==> src/rtl/rxreq_posq.sv <==
// rxreq_posq: credit-controlled RXREQ receive FIFO presenting its oldest flit to rxreq_slc
// Ports: clock / reset (async, active-low); rxreqflitv + rxreqflit from the link;
//   rxreqlcrdv link credit grant (registered); pout_valid / pout_ready / rxreq_posq_first_entry_o
//   head handshake (fall-through from storage); posq_count occupancy; err sticky protocol error.
// rxreqflit is the packed reqflit_t image with Opcode at [OPC_LSB +: OPC_W].
// Define RXREQ_POSQ_ERR_CHK_EN to enable the no-credit / overflow checks, flit dropping and err.
module rxreq_posq #(
  parameter int DEPTH   = 8,
  parameter int FLIT_W  = 32,
  parameter int OPC_LSB = 0,
  parameter int OPC_W   = 7
) (
  input  logic                      clock,
  input  logic                      reset,
  input  logic                      rxreqflitv,
  input  logic [FLIT_W-1:0]         rxreqflit,
  output logic                      rxreqlcrdv,
  output logic                      pout_valid,
  input  logic                      pout_ready,
  output logic [FLIT_W-1:0]         rxreq_posq_first_entry_o,
  output logic [$clog2(DEPTH):0]    posq_count,
  output logic                      err
);
  localparam int AW  = $clog2(DEPTH);
  localparam int CW  = AW + 1;
  localparam int CW1 = CW + 1;
  logic [FLIT_W-1:0] mem_q [DEPTH];
  logic [AW-1:0] wr_ptr_q, wr_ptr_d, rd_ptr_q, rd_ptr_d;
  logic [CW-1:0] count_q, count_d, crd_out_q, crd_out_d;
  logic lcrdv_q, lcrdv_d, push_req, push, pop, crd_use;
  // ReqLCrdReturn (Opcode 0) only hands a credit back; it is never stored
  assign push_req = rxreqflitv && (rxreqflit[OPC_LSB +: OPC_W] != '0);
  assign pop      = pout_valid && pout_ready;
`ifdef RXREQ_POSQ_ERR_CHK_EN
  logic err_q, err_d, no_crd, ovf;
  assign no_crd   = rxreqflitv && (crd_out_q == '0);
  assign ovf      = push_req && (count_q == CW'(DEPTH));
  // Offending flits are dropped so count and crd_out saturate instead of wrapping
  assign push     = push_req && !no_crd && !ovf;
  assign crd_use  = rxreqflitv && !no_crd;
  always_comb err_d = err_q || no_crd || ovf;
  always_ff @(posedge clock or negedge reset)
    if (!reset) err_q <= 1'b0;
    else        err_q <= err_d;
  assign err = err_q;
`else
  assign push     = push_req;
  assign crd_use  = rxreqflitv;
  assign err      = 1'b0;
`endif
  always_comb begin
    wr_ptr_d  = push ? wr_ptr_q + 1'b1 : wr_ptr_q;
    rd_ptr_d  = pop ? rd_ptr_q + 1'b1 : rd_ptr_q;
    count_d   = count_q + CW'(push) - CW'(pop);
    crd_out_d = crd_out_q + CW'(lcrdv_q) - CW'(crd_use);
    // Grant only while stored entries plus outstanding credits leave room for one more flit
    lcrdv_d   = (CW1'(count_d) + CW1'(crd_out_d)) < CW1'(DEPTH);
  end
  always_ff @(posedge clock or negedge reset)
    if (!reset) begin
      wr_ptr_q  <= '0;
      rd_ptr_q  <= '0;
      count_q   <= '0;
      crd_out_q <= '0;
      lcrdv_q   <= 1'b0;
    end else begin
      wr_ptr_q  <= wr_ptr_d;
      rd_ptr_q  <= rd_ptr_d;
      count_q   <= count_d;
      crd_out_q <= crd_out_d;
      lcrdv_q   <= lcrdv_d;
    end
  always_ff @(posedge clock)
    if (push) mem_q[wr_ptr_q] <= rxreqflit;
  assign rxreqlcrdv               = lcrdv_q;
  assign pout_valid               = count_q != '0;
  assign rxreq_posq_first_entry_o = mem_q[rd_ptr_q];
  assign posq_count               = count_q;
endmodule

==> config.mk <==
export PLATFORM = sky130hd
export DESIGN_NAME = rxreq_posq
export DESIGN_NICKNAME = d
export VERILOG_FILES = /design/src/rtl/rxreq_posq.sv
export SDC_FILE = /design/constraint.sdc
export NUM_CORES = 1
export LEC_CHECK = 0
export BUFFER_PORTS_ARGS = -buffer_cell sky130_fd_sc_hd__buf_2
export CORE_AREA = 8 8 133 258
export DETAILED_ROUTE_END_ITERATION = 8
export DIE_AREA = 0 0 141 266
export GPL_TIMING_DRIVEN = 0
export HOLD_SLACK_MARGIN = 0.12
export SETUP_SLACK_MARGIN = 0.05
export SLEW_MARGIN = 20
export SYNTH_ARGS = -nofsm -noshare
export SYNTH_HDL_FRONTEND = slang
export SYNTH_SLANG_ARGS = --single-unit
==> constraint.sdc <==
create_clock -name clock -period 5.45 [get_ports clock]
set_input_delay 0.8175 -clock clock [delete_from_list [all_inputs] [get_ports clock]]
set_output_delay 0.8175 -clock clock [all_outputs]
set_load 0.02 [all_outputs]
==> results of run 1 <==
[worst max-delay path: stages]
cell       delay [ns]
buf_2            0.15
or4_4            0.58
o21ai_2          0.25
ha_1             0.27
inv_1            0.06
ha_1             0.16
inv_1            0.05
fa_1             0.48
inv_1            0.06
ha_1             0.28
a31o_2           0.19
a2111oi_0        0.43
[power groups by stage]
| stage | Clock [mW] | Combinational, mW | Sequential, mW |
|---|---|---|---|
| floorplan | 0 | 1.68 | 2.78 |
| finish | 1.57 | 2.51 | 2.73 |
| CTS | 1.60 | 2.59 | 2.74 |
| global route | 1.67 | 2.72 | 2.76 |
| global placement | 0 | 2.40 | 2.80 |
| detailed placement | 0 | 2.59 | 2.78 |
[worst paths after layout]
check / to / depth (start not counted) / start
worst min register to register: crd_out_q[0] / 1 / rxreqlcrdv
worst min-delay path: rd_ptr_q[1] / 1 / reset
min in group clock: crd_out_q[0] / 1 / rxreqlcrdv
worst max-delay path: rxreqlcrdv / 12 / rxreqflit[2]
worst max register to register: rxreqlcrdv / 14 / posq_count[2]
max in group asynchronous: crd_out_q[2] / 1 / reset
[metrics by stage]
stage | area (um2) | hold slack (ns) | utilization [%] | worst slack [ns] | total power, mW
after floorplan | 10700 | 0.515 | - | 0.787 | 4.46
after global placement | 11500 | 0.529 | 37.4 | -2.87 | 5.19
after detailed placement | 11900 | 0.558 | 38.6 | 1.46 | 5.37
after CTS | 12600 | 0.205 | 40.9 | 1.99 | 6.93
after global routing | 12600 | 0.224 | 40.9 | 1.88 | 7.16
final | 12600 | 0.210 | 40.9 | 2.02 | 6.81
[kinds of logic (layout without fill, tap and decap cells)]
kind of cell / Yosys count / in the layout / share of synthesized area, %
xor+xnor: 9 / 9 / 0.740
fa+ha+maj: 16 / 16 / 2.02
compound gates: 9 / 9 / 0.599
flops: 271 / 271 / 75.7
mux: 98 / 98 / 18.0
other cells: 1 / 1 / 0.0352
buf+inv: 35 / 183 / 2.00
simple gates: 18 / 18 / 0.951
[cell usage after synthesis (2+ instances only)]
| cell type | number |
|---|---|
| mux2_2 | 33 |
| clkbuf_1 | 7 |
| buf_6 | 2 |
| buf_12 | 2 |
| edfxtp_1 | 256 |
| mux4_2 | 39 |
| nor4_1 | 2 |
| dfrtp_1 | 15 |
| ha_1 | 14 |
| a21oi_1 | 2 |
| inv_1 | 15 |
| xnor2_1 | 8 |
| buf_8 | 2 |
| mux4_1 | 25 |
| fa_1 | 2 |
| nand2_1 | 2 |
| a21o_1 | 2 |
| buf_2 | 6 |
| nor3_1 | 4 |
| nand3_1 | 2 |
| nor2_1 | 3 |
[registers in the layout, summed over array words and instances (netlist names)]
| signal | cells |
|---|---|
| mem_q | 256 |
| crd_out_q | 4 |
| posq_count | 4 |
| rd_ptr_q | 3 |
| wr_ptr_q | 3 |
| rxreqlcrdv | 1 |
[cell usage in the layout (no fill, tap or decap), drive strengths merged, types with 3 or more instances in the layout]
| cell type | instances |
|---|---|
| clkbuf | 34 |
| buf | 121 |
| dfrtp | 15 |
| mux2 | 34 |
| nor2 | 3 |
| nor3 | 4 |
| mux4 | 64 |
| edfxtp | 256 |
| ha | 14 |
| clkinv | 9 |
| inv | 16 |
| xnor2 | 8 |
[cell type report]
type	count	area share [%]
buffer	20	1.24
clock buffer	27	4.68
clock inverter	13	0.942
inverter	15	0.446
multi-input combinational	151	19.3
sequential	271	63.9
tap	418	4.15
timing repair buffer	108	5.39
[routing by layer]
layer | vias to the layer above | track usage, % | routed length [um] | part of all wire (%)
met5 | - | 0 | 0 | 0
met4 | 0 | 4.70 | 612 | 2.8
met3 | 31 | 1.67 | 678 | 3.1
met2 | 93 | 23.2 | 12600 | 57
met1 | 2621 | 12.5 | 8220 | 37
li1 | 2178 | - | - | -
==> results.cfg, run 1 <==
[timing]
fmax_mhz = 291
fin_skew_ns = 0.0158
post-route-period-util_pct = 63.0
report.final.slew_viol_count = 0
max_slew_margin_pct = 43.9
tightestPinTransition_ns = 0.841
fin_crit_ns = 3.43
rsz0062_at_grt = no
hold_viol = 0
setup_tns_ns = 0
finalSetupViolCount = 0

[logic_synthesis]
synth_edf_count = 256
synth-main-ff-cell = edfxtp_1
yosysWarnings = 0
synthTopCellsByArea = edfxtp_1, mux4_2, mux4_1
yosysSeqAreaShare_pct = 75.7
synth_seq_cells = 271
synth_cell_type_count = 35
synth_top_area_share_pct = 72.1
syn_avg_cell_area_um2 = 23.3
yosysTopAreaCell = edfxtp_1
synth_area_um2 = 10700
syn_nets = 509
ys_async_sr_fraction_pct = 5.54
synth_cells = 457

[cts]
cts-resized-gates = 0
clk-insertion-delay-late_ns = 0.51
h-tree-depth = 1
cts_setup_buffers = 0
cts_tree = done
clock_sinks = 271
cts_root_buf = clkbuf_16
clockBufferDepth = 3
path_clk_slew_ns = 0.07
cts.hold.buffers_added = 0
cts_buffers = 23

[final_layout]
layout.nets = 642
multi_input_area_um2 = 2430
regArea_um2 = 8060
antenna_cells = 0
fill_cells = 2696
drive_gt1_share_pct = 39.0
syn_to_final_growth_pct = 18.4
instances_no_fill = 1023

[floorplanning]
die_area_um2 = 37500
num_io_pins = 75
die_width_um = 141
die_h_um = 266
num_rows = 91
initial_utilization_pct = 34.5
core_area_um2 = 30900

[drt]
routedWlPerCell_um = 21.6
drt-total-wl_um = 22100
first_iter_violations = 273
final_antenna_net_count = 0
drc = 0
firstDrtPassIters = 5
via_per_inst = 4.81
vias = 4923

[global_routing]
grt.total_usage_pct = 11.9
grt_start_max_net_pins = 18
grt.overflow.total = 0
grt_pass1_wl_um = 33400
grt_antenna_before_repair = 1
grt_pass1_vias = 5524

[status]
status = completed

[critical_path]
regToRegSetupSlack_ns = 2.03
critPathRequiredTime_ns = 5.81
cp_max_fo = 9
cp_data_arrival_time_ns = 3.79
critPathCaptureType = flop
crit_type = in -> reg
startpoint_type = input pin

[place]
hpwl_um = 15800
io_buffers = 73
placedCellCount = 983
place_congestion = 0.719

[power_and_ir_drop]
p_switching_mw = 2.17
p_sw_share_pct = 31.9
peakVddDrop_v = 0.000404
seqPwrFrac_pct = 40.1
p_comb_share_pct = 36.8
internal_power_mw = 4.64
p_leak_nw = 4.35
pwr_density_cell_nw_per_um2 = 540
pwr-share-clk_pct = 23.0

[min_path]
hold_path.class = in -> async

[flow_run]
maxCapViolCount = 0
(Power assumes the default switching activity.)
==> run 2: changes to the inputs <==
==> constraint.sdc (replaced) <==
create_clock -name clock -period 3 [get_ports clock]
set_input_delay 0.45 -clock clock [delete_from_list [all_inputs] [get_ports clock]]
set_output_delay 0.45 -clock clock [all_outputs]
set_load 0.02 [all_outputs]
==> results.cfg, run 2 (synthesis gave the netlist of run 1 again) <==
[timing]
timing.hold.ws_ns = 0.199
tightestPinTransition_ns = 0.770
fin_crit_ns = 2.90
post-route-period-util_pct = 96.6
max_slew_margin_pct = 48.3
setup_tns_ns = 0
rsz0062_at_grt = yes
worst_slack_ns = 0.101
fin_skew_ns = 0.00687
hold_viol = 0
finalSetupViolCount = 0
fmax_mhz = 345
report.final.slew_viol_count = 0

[final_layout]
regArea_um2 = 8070
syn_to_final_growth_pct = 19.8
drive_gt1_share_pct = 42.0
fill_cells = 2690
postLayoutCellArea_um2 = 12800
final_cell_mix = edfxtp_1, buf_2, mux4_2
multi_input_area_um2 = 2540
final_util_pct = 41.4
final_common_cell = edfxtp_1
instances_no_fill = 1022
layout.nets = 640
largest_reg_flops = 256
regMostFlops = mem_q

[global_routing]
grt.overflow.total = 0
grt.total_usage_pct = 11.9
grt_start_max_net_pins = 19
grt_pass1_vias = 5408
grt_pass1_wl_um = 33100
grt_antenna_before_repair = 2

[floorplanning]
die_area_um2 = 37500
initial_utilization_pct = 34.5
core_area_um2 = 30900
die_h_um = 266
die_width_um = 141
num_rows = 91
num_io_pins = 75

[cts]
cts_tree = done
clockBufferDepth = 3
cts_buffers = 22
clk-insertion-delay-late_ns = 0.51
clock_sinks = 271
h-tree-depth = 1
cts_root_buf = clkbuf_16
path_clk_slew_ns = 0.07

[critical_path]
crit_family = adder cells
cp_num_buf_inv = 5
crit_path_frequent_cell = inv_2
slowest_stage = fa_1
cp_data_arrival_time_ns = 3.30
crit_type = reg -> reg
regToRegSetupSlack_ns = 0.10
max_stage_delay_ns = 0.49
cp_max_fo = 2
critPathCaptureType = flop
crit_start = posq_count[2]
crit_chain = inv_2 -> ha_4 -> or3b_4 -> nand2_4 -> inv_2 -> ha_4 -> inv_2 -> ha_4 -> inv_2 -> fa_1 -> inv_2 -> ha_4 -> a31o_4 -> a2111oi_4
rr_startpoint = posq_count[2]
startpoint_type = flop
critPathRequiredTime_ns = 3.41

[drt]
via_per_inst = 4.82
wl_met3_um = 962
drt-met1-wl_um = 8190
drc = 0
final_antenna_net_count = 0
routedWlPerCell_um = 21.7
vias = 4929
firstDrtPassIters = 5
top_layer_used = met5
drt-total-wl_um = 22200
met2WireLength_um = 12500
first_iter_violations = 356

[min_path]
hold_path.class = in -> reg
hold_start = rxreqflit[17]

[place]
io_buffers = 73
place_congestion = 0.702
hpwl_um = 15500
dpl_cell_area_um2 = 11900
placedCellCount = 976
detailedPlace.worstSlack_ns = -0.518

[power_and_ir_drop]
power_mw = 12.8
peakVddDrop_v = 0.000936
p_leak_nw = 4.36
pwr_density_cell_nw_per_um2 = 1000

[status]
status = completed

[flow_run]
maxCapViolCount = 0
[run 2: per-layer routing]
layer	GRT usage, %	up-vias
met3	1.88	32
met5	0	-
met2	22.7	120
met4	4.44	2
met1	12.7	2597
li1	-	2178
[run 2: area by class of cell]
type | count | area share, %
sequential | 271 | 63.2
multi-input combinational | 151 | 19.9
timing repair buffer | 107 | 5.37
clock buffer | 25 | 4.57
tap | 418 | 4.10
buffer | 20 | 1.24
clock inverter | 14 | 1.16
inverter | 15 | 0.441
antenna | 1 | 0.0196
[run 2: where the power goes]
group,switching (mW),leakage (nW),internal [mW]
combinational,2.64,1.50,2.27
sequential,0.197,2.50,4.78
clock,1.25,0.363,1.66
[run 2: path summary, 6_finish.rpt]
kind / endpoint / cells after the start
worst max-delay path: rxreqlcrdv / 14
worst min-delay path: mem_q[4][17] / 1
worst max register to register: rxreqlcrdv / 14
worst min register to register: crd_out_q[0] / 1
max in group asynchronous: posq_count[3] / 2
min in group asynchronous: posq_count[1] / 2
[run 2: what timing repair did]
| item | in CTS | in global routing |
|---|---|---|
| hold endpoints to repair | 15 | 0 |
| hold buffers | 1 | 0 |
| pin swaps | 6 | 5 |
| resized for setup | 14 | 3 |
| buffers inserted | 3 | 2 |
| endpoints found under the setup margin | 33 | 1 |
| gates cloned | 0 | 0 |
